File: src/rtl/hazard_scoreboard_if.sv
// Decode/issue hazard bus: ID operands, in-flight stage info, var-latency completion
// in; forwarding selects, stall, issue and stall counter out.
interface hazard_scoreboard_if #(
   parameter int NUM_STAGES = 2,
   parameter int CNT_W      = 32
);
   localparam int SEL_W = $clog2(NUM_STAGES + 1);

   logic                    flush_i;
   logic                    id_valid_i;
   logic [4:0]              rs1_addr_i;
   logic [4:0]              rs2_addr_i;
   logic                    rs1_used_i;
   logic                    rs2_used_i;
   logic [4:0]              id_rd_i;
   logic                    id_is_vl_i;
   logic [5*NUM_STAGES-1:0] stage_rd_i;
   logic [NUM_STAGES-1:0]   stage_reg_write_i;
   logic [NUM_STAGES-1:0]   stage_is_load_i;
   logic                    vl_done_i;
   logic [4:0]              vl_done_rd_i;
   logic [SEL_W-1:0]        forward_a_o;
   logic [SEL_W-1:0]        forward_b_o;
   logic                    stall_o;
   logic                    vl_issue_o;
   logic [CNT_W-1:0]        stall_cnt_o;

   modport master (
      output flush_i, id_valid_i, rs1_addr_i, rs2_addr_i, rs1_used_i, rs2_used_i,
             id_rd_i, id_is_vl_i, stage_rd_i, stage_reg_write_i, stage_is_load_i,
             vl_done_i, vl_done_rd_i,
      input  forward_a_o, forward_b_o, stall_o, vl_issue_o, stall_cnt_o
   );

   modport slave (
      input  flush_i, id_valid_i, rs1_addr_i, rs2_addr_i, rs1_used_i, rs2_used_i,
             id_rd_i, id_is_vl_i, stage_rd_i, stage_reg_write_i, stage_is_load_i,
             vl_done_i, vl_done_rd_i,
      output forward_a_o, forward_b_o, stall_o, vl_issue_o, stall_cnt_o
   );
endinterface

File: src/rtl/hazard_scoreboard.sv
// Operand hazard unit: priority forwarding across in-flight stages, load-use detection
// and a busy scoreboard for the variable-latency unit.
module hazard_scoreboard #(
   parameter int NUM_STAGES = 2,
   parameter int MAX_OUTST  = 4,
   parameter int CNT_W      = 32
) (
   input  logic               clk_i,
   input  logic               rst_i,
   hazard_scoreboard_if.slave bus
);
   localparam int SEL_W   = $clog2(NUM_STAGES + 1);
   localparam int OUTST_W = $clog2(MAX_OUTST + 1);

   logic [31:1]        r_busy;
   logic [OUTST_W-1:0] r_outst;
   logic [CNT_W-1:0]   r_stall_cnt;

   logic [SEL_W-1:0]   w_sel_a, w_sel_b;
   logic               w_ld_a, w_ld_b;
   logic               w_done, w_need_ld, w_sb_haz, w_full, w_stall, w_issue;
   logic [31:0]        w_busy, w_busy_nxt;

   // Returns {load-in-EX, select}; scanning oldest to youngest lets the youngest win.
   function automatic logic [SEL_W:0] fwd_sel(input logic [4:0] rs,
                                              input logic [5*NUM_STAGES-1:0] rd,
                                              input logic [NUM_STAGES-1:0] wr,
                                              input logic [NUM_STAGES-1:0] ld);
      logic [SEL_W:0] res;
      res = '0;
      for (int k = NUM_STAGES - 1; k >= 0; k--) begin
         if (wr[k] && rd[5*k +: 5] != 5'd0 && rd[5*k +: 5] == rs)
            res = {ld[k] && (k == 0), SEL_W'(k + 1)};
      end
      return res;
   endfunction

   always_comb begin
      {w_ld_a, w_sel_a} = fwd_sel(bus.rs1_addr_i, bus.stage_rd_i,
                                  bus.stage_reg_write_i, bus.stage_is_load_i);
      {w_ld_b, w_sel_b} = fwd_sel(bus.rs2_addr_i, bus.stage_rd_i,
                                  bus.stage_reg_write_i, bus.stage_is_load_i);
   end

   // A completion with nothing outstanding is ignored entirely, bypass included.
   assign w_done = bus.vl_done_i && (r_outst != '0);
   assign w_busy = {r_busy, 1'b0} & ~(w_done ? (32'd1 << bus.vl_done_rd_i) : 32'd0);

   assign w_need_ld = (bus.rs1_used_i && w_ld_a) || (bus.rs2_used_i && w_ld_b);
   assign w_sb_haz  = (bus.rs1_used_i && w_busy[bus.rs1_addr_i]) ||
                      (bus.rs2_used_i && w_busy[bus.rs2_addr_i]) ||
                      w_busy[bus.id_rd_i];
   assign w_full    = bus.id_is_vl_i && (r_outst == OUTST_W'(MAX_OUTST)) && !bus.vl_done_i;

   assign w_stall = !rst_i && bus.id_valid_i && !bus.flush_i &&
                    (w_need_ld || w_sb_haz || w_full);
   assign w_issue = !rst_i && bus.id_valid_i && bus.id_is_vl_i && !w_stall && !bus.flush_i;

   // Set after clear so a same-register done+issue leaves the register busy.
   assign w_busy_nxt = w_busy | (w_issue ? (32'd1 << bus.id_rd_i) : 32'd0);

   assign bus.forward_a_o = rst_i ? '0 : w_sel_a;
   assign bus.forward_b_o = rst_i ? '0 : w_sel_b;
   assign bus.stall_o     = w_stall;
   assign bus.vl_issue_o  = w_issue;
   assign bus.stall_cnt_o = r_stall_cnt;

   always_ff @(posedge clk_i) begin
      if (rst_i) begin
         r_busy      <= '0;
         r_outst     <= '0;
         r_stall_cnt <= '0;
      end else begin
         if (w_stall && r_stall_cnt != '1)
            r_stall_cnt <= r_stall_cnt + 1'b1;
         if (bus.flush_i) begin
            r_busy  <= '0;
            r_outst <= '0;
         end else begin
            r_busy  <= w_busy_nxt[31:1];
            r_outst <= r_outst + OUTST_W'(w_issue) - OUTST_W'(w_done);
         end
      end
   end
endmodule

File: src/flat_wrapper.sv
// flat-port wrapper written by rule: the top's interface ports become plain ports
module hazard_scoreboard_flat 
#(
   parameter int NUM_STAGES = 2,
   parameter int MAX_OUTST  = 4,
   parameter int CNT_W      = 32
)
  (clk_i, rst_i, bus_flush_i, bus_id_valid_i, bus_rs1_addr_i, bus_rs2_addr_i, bus_rs1_used_i, bus_rs2_used_i, bus_id_rd_i, bus_id_is_vl_i, bus_stage_rd_i, bus_stage_reg_write_i, bus_stage_is_load_i, bus_vl_done_i, bus_vl_done_rd_i, bus_forward_a_o, bus_forward_b_o, bus_stall_o, bus_vl_issue_o, bus_stall_cnt_o);
  hazard_scoreboard_if #(.NUM_STAGES(NUM_STAGES), .CNT_W(CNT_W)) bus_i ();
  input  logic clk_i;
  input  logic rst_i;
  input wire logic [$bits(bus_i.flush_i)-1:0] bus_flush_i;
  input wire logic [$bits(bus_i.id_valid_i)-1:0] bus_id_valid_i;
  input wire logic [$bits(bus_i.rs1_addr_i)-1:0] bus_rs1_addr_i;
  input wire logic [$bits(bus_i.rs2_addr_i)-1:0] bus_rs2_addr_i;
  input wire logic [$bits(bus_i.rs1_used_i)-1:0] bus_rs1_used_i;
  input wire logic [$bits(bus_i.rs2_used_i)-1:0] bus_rs2_used_i;
  input wire logic [$bits(bus_i.id_rd_i)-1:0] bus_id_rd_i;
  input wire logic [$bits(bus_i.id_is_vl_i)-1:0] bus_id_is_vl_i;
  input wire logic [$bits(bus_i.stage_rd_i)-1:0] bus_stage_rd_i;
  input wire logic [$bits(bus_i.stage_reg_write_i)-1:0] bus_stage_reg_write_i;
  input wire logic [$bits(bus_i.stage_is_load_i)-1:0] bus_stage_is_load_i;
  input wire logic [$bits(bus_i.vl_done_i)-1:0] bus_vl_done_i;
  input wire logic [$bits(bus_i.vl_done_rd_i)-1:0] bus_vl_done_rd_i;
  output wire logic [$bits(bus_i.forward_a_o)-1:0] bus_forward_a_o;
  output wire logic [$bits(bus_i.forward_b_o)-1:0] bus_forward_b_o;
  output wire logic [$bits(bus_i.stall_o)-1:0] bus_stall_o;
  output wire logic [$bits(bus_i.vl_issue_o)-1:0] bus_vl_issue_o;
  output wire logic [$bits(bus_i.stall_cnt_o)-1:0] bus_stall_cnt_o;
  assign bus_i.flush_i = bus_flush_i;
  assign bus_i.id_valid_i = bus_id_valid_i;
  assign bus_i.rs1_addr_i = bus_rs1_addr_i;
  assign bus_i.rs2_addr_i = bus_rs2_addr_i;
  assign bus_i.rs1_used_i = bus_rs1_used_i;
  assign bus_i.rs2_used_i = bus_rs2_used_i;
  assign bus_i.id_rd_i = bus_id_rd_i;
  assign bus_i.id_is_vl_i = bus_id_is_vl_i;
  assign bus_i.stage_rd_i = bus_stage_rd_i;
  assign bus_i.stage_reg_write_i = bus_stage_reg_write_i;
  assign bus_i.stage_is_load_i = bus_stage_is_load_i;
  assign bus_i.vl_done_i = bus_vl_done_i;
  assign bus_i.vl_done_rd_i = bus_vl_done_rd_i;
  assign bus_forward_a_o = bus_i.forward_a_o;
  assign bus_forward_b_o = bus_i.forward_b_o;
  assign bus_stall_o = bus_i.stall_o;
  assign bus_vl_issue_o = bus_i.vl_issue_o;
  assign bus_stall_cnt_o = bus_i.stall_cnt_o;
  hazard_scoreboard #(.NUM_STAGES(NUM_STAGES), .MAX_OUTST(MAX_OUTST), .CNT_W(CNT_W)) u_core (.clk_i(clk_i), .rst_i(rst_i), .bus(bus_i));
endmodule
File: config.mk
export PLATFORM = sky130hd
export DESIGN_NAME = hazard_scoreboard_flat
export DESIGN_NICKNAME = d
export VERILOG_FILES = /design/src/rtl/hazard_scoreboard_if.sv /design/src/rtl/hazard_scoreboard.sv /design/src/flat_wrapper.sv
export SDC_FILE = /design/constraint.sdc
export NUM_CORES = 1
export LEC_CHECK = 0
export ABC_AREA = 0
export CORE_MARGIN = 2
export CORE_UTILIZATION = 40
export CTS_CLUSTER_DIAMETER = 200
export DETAILED_ROUTE_END_ITERATION = 10
export HOLD_SLACK_MARGIN = 0.03
export PLACE_DENSITY = 0.65
export SYNTH_ARGS = -nofsm -noshare
export SYNTH_HDL_FRONTEND = slang
export SYNTH_SLANG_ARGS = --single-unit
File: constraint.sdc
create_clock -name clk_i -period 10.5 [get_ports clk_i]
set_input_delay 1.05 -clock clk_i [delete_from_list [all_inputs] [get_ports clk_i]]
set_output_delay 1.05 -clock clk_i [all_outputs]
set_load 0.02 [all_outputs]
==> impl_metrics.toml <==
[status]
status = "finished, final reports clean"

[setup_path]
endpoint_kind = "output port"
cp_max_fo = 50
reg2reg_depth = 17
startpoint_type = "primary input"
required_ns = 9.45
critPathKind = "primary input to output port"
r2r_slack_ns = 5.55
cp.arrival_ns = 5.58

[floorplanning]
initial_utilization = 0.407
fp.dieH_um = 114
core-area_sq_um = 12000
fp.dieW_um = 114
ios = 80
num_rows = 40
die_area_sq_um = 13100

[clocking]
clk_pin_slew_worst_paths_ns = 0.06
cts_resized = 0
clock_sinks = 66
insertion_delay_ns = 0.35
clockBufferDepth = 2
cts_tree = "built"
cts_hold_buffers = 0
cts_max_level = 3
cts-buffers-inserted = 9
cts-root-buf = "clkbuf_16"
post_cts_buffers = 0

[sta]
rsz0062_at_grt = "no"
setup-tns-final_ns = 0
max_slew.worst_pin.slew_ns = 1.12
fmax_ghz = 0.151
min_period_ns = 6.63
hold_viol = 0
relSlewSlack = 0.251
setup_violations = 0
maxSlewViolCount = 0
fin_crit_sh = 0.632
fin_skew_ns = 0.0126

[final_layout]
final_common_cell = "clkdlybuf4s50_1"
layout_common_cells = "clkdlybuf4s50_1, dfxtp_1, nand2_1, nor2_1, o31ai_1"
area_growth_syn_to_layout_pct = 22.5
layout.nets = 704
final_core_util = 0.499
diodes = 0
drive_gt1_frac = 0.0814

[placement]
port_buffers = 78
hpwl_mm = 11.7
place.gp.congestion = 0.930

[grt]
grt_busiest_layer = "met2"
grt_pass1_wl_mm = 25.4
grtUsageTotal = 0.247
grt_overflow_total = 0
antenna_found_initial = 0
grtUsageMet2 = 0.371
grt_max_degree = 51
first_global_vias = 4683
use_met1 = 0.353
grt_use_met3 = 0.0524

[synth]
synth_edf_count = 0
synth_ff_type = "dfxtp_1"
seq_area_frac_synth = 0.271
netlist.top_cell.by_area = "dfxtp_1"
synth_cell_types = 68
ys_warn_count = 0
ys_top_cells_by_area = "dfxtp_1, o31ai_1, o311ai_0"
netlist_instances = 615
ys_async_sr_fraction = 0
syn_nets = 661
yosysTopAreaCellShare = 0.271
ys_seq_elements = 66
syn_avg_cell_area_sq_um = 7.92
netlist_area_sq_um = 4870

[pwr]
leakagePower_nw = 1.84
power_density_nw_per_um2 = 112
vdd_ir_drop_max_v = 0.0000727

[detailed_routing]
drc = 0
vias_per_cell = 6.56
drtAntennaViolNets = 0
avgRoutedWirePerCell_um = 20.3
dr.pass1.iters = 5
dr_total_vias = 5311
wirelength_mm = 16.4
drt_first_iter_violations = 552

[worst_hold_path]
min_path_type = "flop to flop"
min_path_cells = 2

[job]
maxCapViolCount = 0
==> power breakdown <==
| group | switching [mW] | internal [mW] |
|---|---|---|
| logic | 0.0647 | 0.0359 |
| registers | 0.000952 | 0.251 |
| clock network | 0.119 | 0.197 |
==> metal layers <==
layer,up-vias,wire [um]
li1,2489,-
met1,2530,7760
met2,254,7040
met3,38,1260
met4,0,342
met5,-,0
==> cell usage after synthesis, drive strengths merged (5+ instances only) <==
library cell  instances
a211oi                5
a21oi                22
and2                  5
and3                  9
buf                  18
clkbuf               34
dfxtp                66
inv                  10
mux2                 15
mux2i                 6
nand2                44
nand2b                9
nand3                25
nand3b                7
nand4                13
nor2                 43
nor2b                20
nor3                 17
nor3b                 6
nor4                 12
o2111ai               5
o211ai                7
o21ai                29
o221ai                6
o22ai                16
o311ai               26
o31ai                40
o32ai                 5
or2                   9
or3                   8
or4                  13
xnor2                14
xor2                  9
==> registers in the layout, indices dropped and copies added, names as in the netlist <==
register,flops
u_core.bus.stall_cnt_o,32
u_core.r_busy,31
u_core.r_outst,3
==> metrics by stage <==
stage | setup WS, ns | power, mW | hold WS [ns] | cells | cell area (sq um)
2_1_floorplan | 5.82 | 0.321 | 0.462 | 615 | 4870
3_3_place_gp | 4.00 | 0.355 | 0.478 | 794 | 5650
3_5_place_dp | 3.99 | 0.356 | 0.488 | 794 | 5650
4_1_cts | 3.98 | 0.672 | 0.494 | 810 | 5970
5_1_grt | 3.64 | 0.690 | 0.522 | 810 | 5970
6_report | 3.87 | 0.669 | 0.501 | 810 | 5970
==> final cells by class <==
type | count | area (sq um)
Fill cell | 1161 | 5990
Multi-Input combinational cell | 487 | 3280
Sequential cell | 66 | 1320
Timing Repair Buffer | 84 | 826
Clock buffer | 11 | 253
Tap cell | 147 | 184
Clock inverter | 5 | 62.6
Inverter | 10 | 37.5
==> critical path: stages <==
cell and delay [ns]:
clkdlybuf4s50_1 0.57, nand3b_1 0.55, o31ai_1 0.96, o22ai_1 0.20
a32oi_1 0.20, a211oi_1 0.14, a22o_1 0.22, and4b_1 0.23
buf_4 0.41, nand3_2 0.30, inv_1 0.11, clkdlybuf4s50_1 0.61
==> cells by family (layout without fill, tap and decap cells) <==
kind of cell | count (synthesis) | after routing | synth area share
xor+xnor | 23 | 23 | 0.0414
buf+inv | 62 | 110 | 0.0545
flops | 66 | 66 | 0.271
mux | 23 | 23 | 0.0563
simple gates | 255 | 255 | 0.293
fa+ha+maj | 4 | 4 | 0.0118
compound gates | 182 | 182 | 0.272
==> final timing paths <==
path                                                    to                        from
worst max-delay path                        bus_vl_issue_o               bus_vl_done_i
worst min register to register  u_core.bus.stall_cnt_o[29]  u_core.bus.stall_cnt_o[29]
worst min-delay path            u_core.bus.stall_cnt_o[29]  u_core.bus.stall_cnt_o[29]
worst max register to register           u_core.r_outst[2]           u_core.r_outst[1]
Power figures use the tool's default switching activity.
